File: src/rtl/types_amba_pkg.sv
// System bus configuration and AXI4 master channel bundles shared by bus masters.
// Provides CFG_SYSBUS_* widths, the AXI burst/response encodings and the
// axi4_master_out_type / axi4_master_in_type packed structs.
package types_amba_pkg;

    localparam int unsigned CFG_SYSBUS_ADDR_BITS  = 32;
    localparam int unsigned CFG_SYSBUS_DATA_BITS  = 64;
    localparam int unsigned CFG_SYSBUS_DATA_BYTES = 8;
    localparam int unsigned CFG_SYSBUS_ID_BITS    = 5;
    localparam int unsigned CFG_SYSBUS_USER_BITS  = 1;

    localparam logic [1:0] AXI_BURST_FIXED = 2'b00;
    localparam logic [1:0] AXI_BURST_INCR  = 2'b01;
    localparam logic [1:0] AXI_RESP_OKAY   = 2'b00;
    localparam logic [1:0] AXI_RESP_SLVERR = 2'b10;

    // Address-channel payload shared by AW and AR
    typedef struct packed {
        logic [CFG_SYSBUS_ADDR_BITS-1:0] addr;
        logic [7:0]                      len;
        logic [2:0]                      size;
        logic [1:0]                      burst;
        logic                            lock;
        logic [3:0]                      cache;
        logic [2:0]                      prot;
        logic [3:0]                      qos;
        logic [3:0]                      region;
    } axi4_metadata_type;

    typedef struct packed {
        logic                             aw_valid;
        axi4_metadata_type                aw_bits;
        logic [CFG_SYSBUS_ID_BITS-1:0]    aw_id;
        logic [CFG_SYSBUS_USER_BITS-1:0]  aw_user;
        logic                             w_valid;
        logic [CFG_SYSBUS_DATA_BITS-1:0]  w_data;
        logic                             w_last;
        logic [CFG_SYSBUS_DATA_BYTES-1:0] w_strb;
        logic [CFG_SYSBUS_USER_BITS-1:0]  w_user;
        logic                             b_ready;
        logic                             ar_valid;
        axi4_metadata_type                ar_bits;
        logic [CFG_SYSBUS_ID_BITS-1:0]    ar_id;
        logic [CFG_SYSBUS_USER_BITS-1:0]  ar_user;
        logic                             r_ready;
    } axi4_master_out_type;

    typedef struct packed {
        logic                             aw_ready;
        logic                             w_ready;
        logic                             b_valid;
        logic [1:0]                       b_resp;
        logic [CFG_SYSBUS_ID_BITS-1:0]    b_id;
        logic [CFG_SYSBUS_USER_BITS-1:0]  b_user;
        logic                             ar_ready;
        logic                             r_valid;
        logic [1:0]                       r_resp;
        logic [CFG_SYSBUS_DATA_BITS-1:0]  r_data;
        logic                             r_last;
        logic [CFG_SYSBUS_ID_BITS-1:0]    r_id;
        logic [CFG_SYSBUS_USER_BITS-1:0]  r_user;
    } axi4_master_in_type;

endpackage

File: src/rtl/axi4_dma_wr_pkg.sv
// Types and helpers for axi4_dma_wr: FSM state enum, registered-state struct
// with its reset constant, 4 KB page mask, AXI size code and burst sizing.
package axi4_dma_wr_pkg;

    import types_amba_pkg::*;

    localparam int unsigned REM_BITS  = 32;
    localparam int unsigned BEAT_BITS = 9;

    localparam logic [11:0] PAGE_MASK   = 12'hFFF;
    localparam logic [2:0]  AXI_SIZE_8B = 3'd3;

    typedef enum logic [2:0] {
        IDLE = 3'd0,
        AW   = 3'd1,
        W    = 3'd2,
        B    = 3'd3,
        DONE = 3'd4
    } state_t;

    typedef struct packed {
        state_t                          state;
        logic [CFG_SYSBUS_ADDR_BITS-1:0] addr;
        logic [REM_BITS-1:0]             remaining;
        logic [BEAT_BITS-1:0]            beats;
        logic [BEAT_BITS-1:0]            beat;
        logic                            err;
    } regs_t;

    localparam regs_t REGS_RESET = '{
        state:     IDLE,
        addr:      '0,
        remaining: '0,
        beats:     '0,
        beat:      '0,
        err:       1'b0
    };

    // Beats for the next burst: limited by words left, burst_max and the 4 KB page end
    function automatic logic [BEAT_BITS-1:0] calc_beats(
        input logic [REM_BITS-1:0] remaining,
        input logic [11:0]         addr_lo,
        input int unsigned         burst_max
    );
        logic [REM_BITS-1:0] page_words;
        logic [REM_BITS-1:0] n;
        page_words = (REM_BITS'(4096) - REM_BITS'(addr_lo & PAGE_MASK)) >> 3;
        n = remaining;
        if (n > REM_BITS'(burst_max)) begin
            n = REM_BITS'(burst_max);
        end
        if (n > page_words) begin
            n = page_words;
        end
        return BEAT_BITS'(n);
    endfunction

endpackage

File: src/rtl/axi4_dma_wr.sv
// AXI4 write-only DMA master: drains a 64-bit stream into memory as INCR
// bursts of up to burst_max beats that never cross a 4 KB page.
// Ports:
//   clk, nrst                      clock, async active-low reset
//   i_start/i_base_addr/i_len      transfer request (sampled in IDLE only)
//   i_data_valid/i_data            stream input; o_data_ready = accepted this cycle
//   o_busy/o_done/o_err            status: busy, one-cycle done pulse, sticky error
//   o_xmsto/i_xmsti                AXI4 master channels (read channel idle)
// Optional: AXI4_DMA_WR_ABORT_ON_ERR_EN ends the transfer on the first error response.
module axi4_dma_wr
    import types_amba_pkg::*;
    import axi4_dma_wr_pkg::*;
#(
    parameter int unsigned burst_max = 16,
    parameter int unsigned len_bits  = 16
) (
    input  logic                            clk,
    input  logic                            nrst,
    input  logic                            i_start,
    input  logic [CFG_SYSBUS_ADDR_BITS-1:0] i_base_addr,
    input  logic [len_bits-1:0]             i_len,
    input  logic                            i_data_valid,
    input  logic [63:0]                     i_data,
    output logic                            o_data_ready,
    output logic                            o_busy,
    output logic                            o_done,
    output logic                            o_err,
    output axi4_master_out_type             o_xmsto,
    input  axi4_master_in_type              i_xmsti
);

    regs_t r;
    regs_t rin;

    logic [CFG_SYSBUS_ADDR_BITS-1:0] aligned_addr;
    logic [CFG_SYSBUS_ADDR_BITS-1:0] next_addr;
    logic [REM_BITS-1:0]             next_rem;
    logic                            last_beat;
    logic                            unused_inputs;

    // Response id/user and the whole read channel carry nothing for a write-only master
    assign unused_inputs = &{1'b0, i_xmsti.b_resp[0], i_xmsti.b_id, i_xmsti.b_user,
                             i_xmsti.ar_ready, i_xmsti.r_valid, i_xmsti.r_resp,
                             i_xmsti.r_data, i_xmsti.r_last, i_xmsti.r_id,
                             i_xmsti.r_user, i_base_addr[2:0]};

    assign aligned_addr = {i_base_addr[CFG_SYSBUS_ADDR_BITS-1:3], 3'b000};
    assign next_addr    = r.addr + (CFG_SYSBUS_ADDR_BITS'(r.beats) << 3);
    assign next_rem     = r.remaining - REM_BITS'(r.beats);
    assign last_beat    = (r.beat == (r.beats - BEAT_BITS'(1)));

    // Next-state and channel outputs
    always_comb begin
        rin          = r;
        o_xmsto      = '0;
        o_xmsto.r_ready = 1'b1;
        o_data_ready = 1'b0;
        o_busy       = (r.state != IDLE);
        o_done       = (r.state == DONE);
        o_err        = r.err;

        case (r.state)
            IDLE: begin
                if (i_start) begin
                    rin.addr      = aligned_addr;
                    rin.remaining = REM_BITS'(i_len);
                    rin.err       = 1'b0;
                    rin.beat      = '0;
                    if (i_len == '0) begin
                        rin.state = DONE;
                    end else begin
                        rin.beats = calc_beats(REM_BITS'(i_len), aligned_addr[11:0], burst_max);
                        rin.state = AW;
                    end
                end
            end

            AW: begin
                o_xmsto.aw_valid      = 1'b1;
                o_xmsto.aw_bits.addr  = r.addr;
                o_xmsto.aw_bits.len   = 8'(r.beats - BEAT_BITS'(1));
                o_xmsto.aw_bits.size  = AXI_SIZE_8B;
                o_xmsto.aw_bits.burst = AXI_BURST_INCR;
                if (i_xmsti.aw_ready) begin
                    rin.beat  = '0;
                    rin.state = W;
                end
            end

            W: begin
                o_xmsto.w_valid = i_data_valid;
                o_xmsto.w_data  = i_data;
                o_xmsto.w_strb  = 8'hFF;
                o_xmsto.w_last  = last_beat;
                o_data_ready    = i_xmsti.w_ready;
                if (i_data_valid && i_xmsti.w_ready) begin
                    rin.beat = r.beat + BEAT_BITS'(1);
                    if (last_beat) begin
                        rin.state = B;
                    end
                end
            end

            B: begin
                o_xmsto.b_ready = 1'b1;
                if (i_xmsti.b_valid) begin
                    if (i_xmsti.b_resp[1]) begin
                        rin.err = 1'b1;
                    end
                    rin.addr      = next_addr;
                    rin.remaining = next_rem;
                    if (next_rem == '0) begin
                        rin.state = DONE;
                    end else begin
                        rin.beats = calc_beats(next_rem, next_addr[11:0], burst_max);
                        rin.state = AW;
                    end
`ifdef AXI4_DMA_WR_ABORT_ON_ERR_EN
                    if (i_xmsti.b_resp[1]) begin
                        rin.state = DONE;
                    end
`endif
                end
            end

            DONE: begin
                rin.state = IDLE;
            end

            default: begin
                rin.state = IDLE;
            end
        endcase
    end

    // State register
    always_ff @(posedge clk or negedge nrst) begin
        if (!nrst) begin
            r <= REGS_RESET;
        end else begin
            r <= rin;
        end
    end

endmodule

File: config.mk
export PLATFORM = sky130hd
export DESIGN_NAME = axi4_dma_wr
export DESIGN_NICKNAME = d
export VERILOG_FILES = /design/src/rtl/types_amba_pkg.sv /design/src/rtl/axi4_dma_wr_pkg.sv /design/src/rtl/axi4_dma_wr.sv
export SDC_FILE = /design/constraint.sdc
export NUM_CORES = 1
export LEC_CHECK = 0
export ABC_AREA = 1
export CORE_AREA = 2 2 165 167
export DETAILED_ROUTE_END_ITERATION = 8
export DIE_AREA = 0 0 167 169
export DONT_BUFFER_PORTS = 1
export GPL_TIMING_DRIVEN = 0
export PLACE_DENSITY_LB_ADDON = 0.12
export SETUP_SLACK_MARGIN = 0.15
export SYNTH_ARGS = -nofsm -noshare
export SYNTH_HDL_FRONTEND = slang
export SYNTH_SLANG_ARGS = --single-unit
File: constraint.sdc
create_clock -name clk -period 9 [get_ports clk]
set_clock_uncertainty 0.15 [all_clocks]
set_input_delay 0.9 -clock clk [delete_from_list [all_inputs] [get_ports clk]]
set_output_delay 0.9 -clock clk [all_outputs]
set_load 0.02 [all_outputs]
# Word-level counts from Yosys, hierarchy flattened
# Cells that the tools add are included.
[op_classes]
n_addsub = 6
magnitude_cmp = 4
n_eq_ne = 13
mux = 31
reduce_logical = 12
[ops]
columns = ["operator", "count"]
rows = [
  ["2-to-1 mux 32 bit", 7],
  ["one-hot mux 73 bit (2 select lines)", 1],
  ["2-to-1 mux 86 bit", 1],
  ["2-to-1 mux 76 bit", 1],
  ["2-to-1 mux 74 bit", 1],
  ["> comparator 32 x 29 -> 1 bit", 2],
  ["2-to-1 mux 9 bit", 6],
  ["2-to-1 mux 46 bit", 1],
  ["adder 32 x 12 -> 32 bit", 1],
  ["> comparator 32 x 5 -> 1 bit (second input constant)", 1],
  ["logical NOT 32 bit", 1],
  ["subtractor 32 x 9 -> 32 bit", 1],
  ["subtractor 13 x 12 -> 14 bit (first input constant)", 2],
  ["one-hot mux 9 bit (3 select lines)", 1],
  ["> comparator 16 x 5 -> 1 bit (second input constant)", 1],
  ["logical NOT 16 bit", 1],
  ["2-to-1 mux 16 bit", 1],
  ["inequality test 2 bit (second input constant)", 8],
  ["2-to-1 mux 3 bit", 5],
  ["one-hot mux 3 bit (4 select lines)", 1],
  ["AND reduction 5 bit", 2],
  ["adder 9 x 1 -> 9 bit (second input constant)", 1],
  ["equality test 9 bit", 1],
  ["subtractor 9 x 1 -> 9 bit (second input constant)", 1],
  ["11 further kinds", 17],
]
[totals]
reg_bits = 86
out_inout_bits = 217
wordCells = 72

# Depth between registers and ports, before layout
[depth]
depth_word = 11
ltp_mapped = 34

# Least setup slack after synthesis
# OpenSTA, ideal clock, no wires.
[synth_timing]
path_kind = "register -> register"
from = "reg r[10] (netlist name)"
to = "reg r[11] (netlist name)"
arrival_time_ns = 3.676
required_ns = 8.785
slack_ns = 5.109
path_stages_with_launch = 30
n_path_buf = 0
cell_sequence = "dfrtp_1 -> ha_1 -> fa_1 -> inv_1 -> nand2_1 -> a21oi_1 -> nand3_1 -> nand3_1 -> nand2_1 -> nand2_1 -> nand3_1 -> nor2_1 -> nand2_1 -> nor2_2 -> nand2_1 -> nor2_1 -> ha_1 -> a21oi_1 -> o21ai_0 -> nand2_1 -> o211ai_1 -> nand2_1 -> nand2_1 -> nand2_1 -> inv_1 -> nor2_1 -> nand4_1 -> nand2_1 -> nand2_1 -> nand2_1"
[synth_between]
elab_chain_cells = 11
word_cells_on_any_way = 16
cone_classes = "add/sub (3); order compare (2); eq/ne (1); mux (8); reduce/logical (2)"
[synth_lines]
columns = ["element", "line_no", "text"]
rows = [
  ["start, declared", "axi4_dma_wr.sv:32", "regs_t r;"],
  ["start signal, assigned", "axi4_dma_wr.sv:141", "r <= rin;"],
  ["subtractor 32 x 9 -> 32 bit", "axi4_dma_wr.sv:49", "assign next_rem = r.remaining - REM_BITS'(r.beats);"],
  ["> comparator 32 x 5 -> 1 bit", "axi4_dma_wr_pkg.sv:49", "if (n > REM_BITS'(burst_max)) begin"],
  ["2-to-1 mux 32 bit", "axi4_dma_wr_pkg.sv:49", ""],
  ["2-to-1 mux 32 bit", "axi4_dma_wr.sv:112", "if (next_rem == '0) begin"],
  ["2-to-1 mux 32 bit", "axi4_dma_wr.sv:106", "if (i_xmsti.b_valid) begin"],
  ["2-to-1 mux 32 bit", "axi4_dma_wr.sv:62", "case (r.state)"],
  ["> comparator 32 x 29 -> 1 bit", "axi4_dma_wr_pkg.sv:52", "if (n > page_words) begin"],
  ["2-to-1 mux 9 bit", "axi4_dma_wr_pkg.sv:52", ""],
  ["2-to-1 mux 9 bit", "axi4_dma_wr.sv:112", ""],
  ["2-to-1 mux 76 bit", "axi4_dma_wr.sv:106", ""],
  ["one-hot mux 73 bit (2 select lines)", "axi4_dma_wr.sv:62", ""],
]
# Parallel ways exist; a longest one is shown, timed or not. The select of a mux whose other input is x is not followed.
# A chain may end at the register's enable or synchronous reset.

# Final worst setup path
[layout_timing]
from = "reg r[10] (netlist name)"
to = "reg r[12] (netlist name)"
# Same word-level chain as after synthesis.

==> run metrics <==
crit-path most repeated cell=nand2_1; diodes inserted=0; startpoint types=flip-flop; biggest area consumer among synthesized cells=dfrtp_1; post-synthesis xor/xnor area fraction=3.699%; Die W=167 µm; Via density=4.825; # clock sinks=83; FF+latch count, synth=83; outcome=finished clean; Final Cell Area=10360 µm²; via count=9564; drt first pass iters=5; CTS Root Cell=clkbuf_16; Synth Flop Type=dfrtp_1; yosys warns=0; Max Cap Viol=0; Worst setup EP type=flip-flop; Clock Latency Late Sink=360 ps; final hold violation count=0; CORE AREA=26500 µm²; first-pass GRT wire length=50.08 mm; Worst-Margin Slew=1260 ps; DP HPWL=27.59 mm; max-slew violation count=0; post-layout min period=4971 ps; number of antenna-violating nets in the routed design=0; Layout area overhead=12.21%; Die Ht=169 µm; Max Fclk=201.2 MHz; PortBufs=0; DRC=0; post-synthesis adder-cell area fraction=6.259%; simple-gate share of the synthesized area=35.40%; postcts setup bufs=0; most frequent cell after synthesis=nand2_1; Hold-fix buffers, CTS=0; max incr delay on CP=510 ps; CTS tree=built; CP Buf/Inv Count=2; DR iter-0 viols=600; post-synthesis mux area share=0%; Crit path max-delay family=simple AND/OR/NAND/NOR gates; Synth Instances=1520; layout cell share with drive strength beyond 1=10.79%; nets=1883; Pwr Density=344.4 nW/µm²; wire per inst=16.86 µm; num rows=60; Post-Syn Area=9235 µm²; final period utilization=55.23%; RSZ-0062 raised after global routing=false; total routed wirelength=33.42 mm; setup tns final=0 ps; VDD IR-drop max=0.1573 mV; slew margin rel.=15.38%; gr ovfl total=0; CP arrival=5120 ps; library cells used by synthesis=43; I/O pin count=419; Starting Density=34.85%; synth cell count leaders=355 x nand2_1, 245 x inv_1, 231 x nor2_1; placed cell area=10060 µm²; Setup violations, final=0; ys async rst share=100.0%; hold_ws=77.66 ps; RD Place Congestion=0.8983; die area=28220 µm²; Critical Path Fanout Max=7; Static Leak=5.858 nW; Post-synth EDFFs=0; H-tree Lvls=3; CTS Buf Count=9; Fillers=2947; Synth Area in Compound Gates=11.00%; largest family of logic cells by synthesized area=simple AND/OR/NAND/NOR gates; vias in the first global route=8862; Required @ worst endpoint=9140 ps; share of the synthesized area in the top cell type=22.49%; Worst Setup Path Type=flip-flop to flip-flop; Seq/Total Area, Yosys=22.49%; largest net degree at the start of global routing=84; average size of a mapped cell=6.076 µm²; CP max stage cell=dfrtp_1; worst min path class=input pin to asynchronous set/reset pin; gr usage total=22.88%; CTS-repair resized insts=0; initial antenna violation count=1; Area contributors post-synth=dfrtp_1 22%, nand2_1 14%, inv_1 10%, nor2_1 9.4%, buf_4 8.8%; CTS max path bufs=2; CTS clk-pin slew, worst paths=80 ps
cells in the final DEF (no fill, tap or decap), drive strengths merged:
cell	instances
o311ai	1
dfrtp	83
a22oi	14
ha	43
o21bai	3
nor2	238
and2	1
a31oi	3
buf	119
clkbuf	35
or2	8
o21a	3
nor4	6
fa	2
o31ai	1
o211ai	17
and3	1
nor3	31
nand4	38
nand2	362
clkinv	3
nand3	88
o21ai	69
xor2	27
conb	107
inv	261
a21oi	42
a21boi	2
nor3b	1
o22ai	20
xnor2	12
stage by stage:
stage	instances	total power, mW	setup slack, ps	util [%]
global placement	1966	3.136	4149	37.95
detailed placement	1966	3.145	4083	37.97
finish	1982	3.569	4029	39.10
floorplan	1625	2.508	5109	-
CTS	1982	3.560	4056	39.10
global route	1982	3.896	3581	39.10
layout make-up:
| cell class | count | area (µm²) | area share (%) |
|---|---|---|---|
| clock inverter | 7 | 76.32 | 0.7365 |
| sequential | 83 | 2077 | 20.04 |
| tap | 341 | 426.7 | 4.117 |
| clock buffer | 9 | 225.2 | 2.173 |
| buffer | 145 | 980.9 | 9.466 |
| inverter | 257 | 964.7 | 9.309 |
| multi-input combinational | 1140 | 5612 | 54.15 |
state kept, by name, summed over array words and instances, names as in the netlist:
signal / count
o_err: 1
r: 82
cells by family after synthesis:
kind of cell             count (synthesis)
buffers and inverters                  402
flip-flops                              83
XOR/XNOR                                39
adder cells (fa/ha/maj)                 45
AND/OR/NAND/NOR                        774
AO/OA/AOI/OAI                          175
other                                    2
report_power, final:
group	switching [mW]	total (mW)	internal, mW
clock	0.203	0.401	0.198
combinational	1.79	2.52	0.729
sequential	0.139	0.647	0.508
total	2.13	3.57	1.44
path summary, 6_finish.rpt:
check | start | to | slack [ps] | cells after the start
max | r[10]$_DFFE_PN0P_ | r[12]$_DFFE_PN0P_ | 4030 | 29
min | nrst | r[49]$_DFFE_PN0P_ | 80 | 0
max reg2reg | r[10]$_DFFE_PN0P_ | r[12]$_DFFE_PN0P_ | 4030 | 29
min reg2reg | r[22]$_DFFE_PN0P_ | r[22]$_DFFE_PN0P_ | 350 | 2
max in group asynchronous | nrst | r[26]$_DFFE_PN0P_ | 8470 | 0
min in group clk | r[22]$_DFFE_PN0P_ | r[22]$_DFFE_PN0P_ | 350 | 2
metal layers:
| metal | routed length (µm) | global-route usage, % |
|---|---|---|
| met3 | 2370 | 4.138 |
| met1 | 14250 | 29.17 |
| met2 | 15980 | 39.81 |
| met5 | 13 | 0 |
| met4 | 796 | 6.109 |
(Power assumes the default switching activity.)
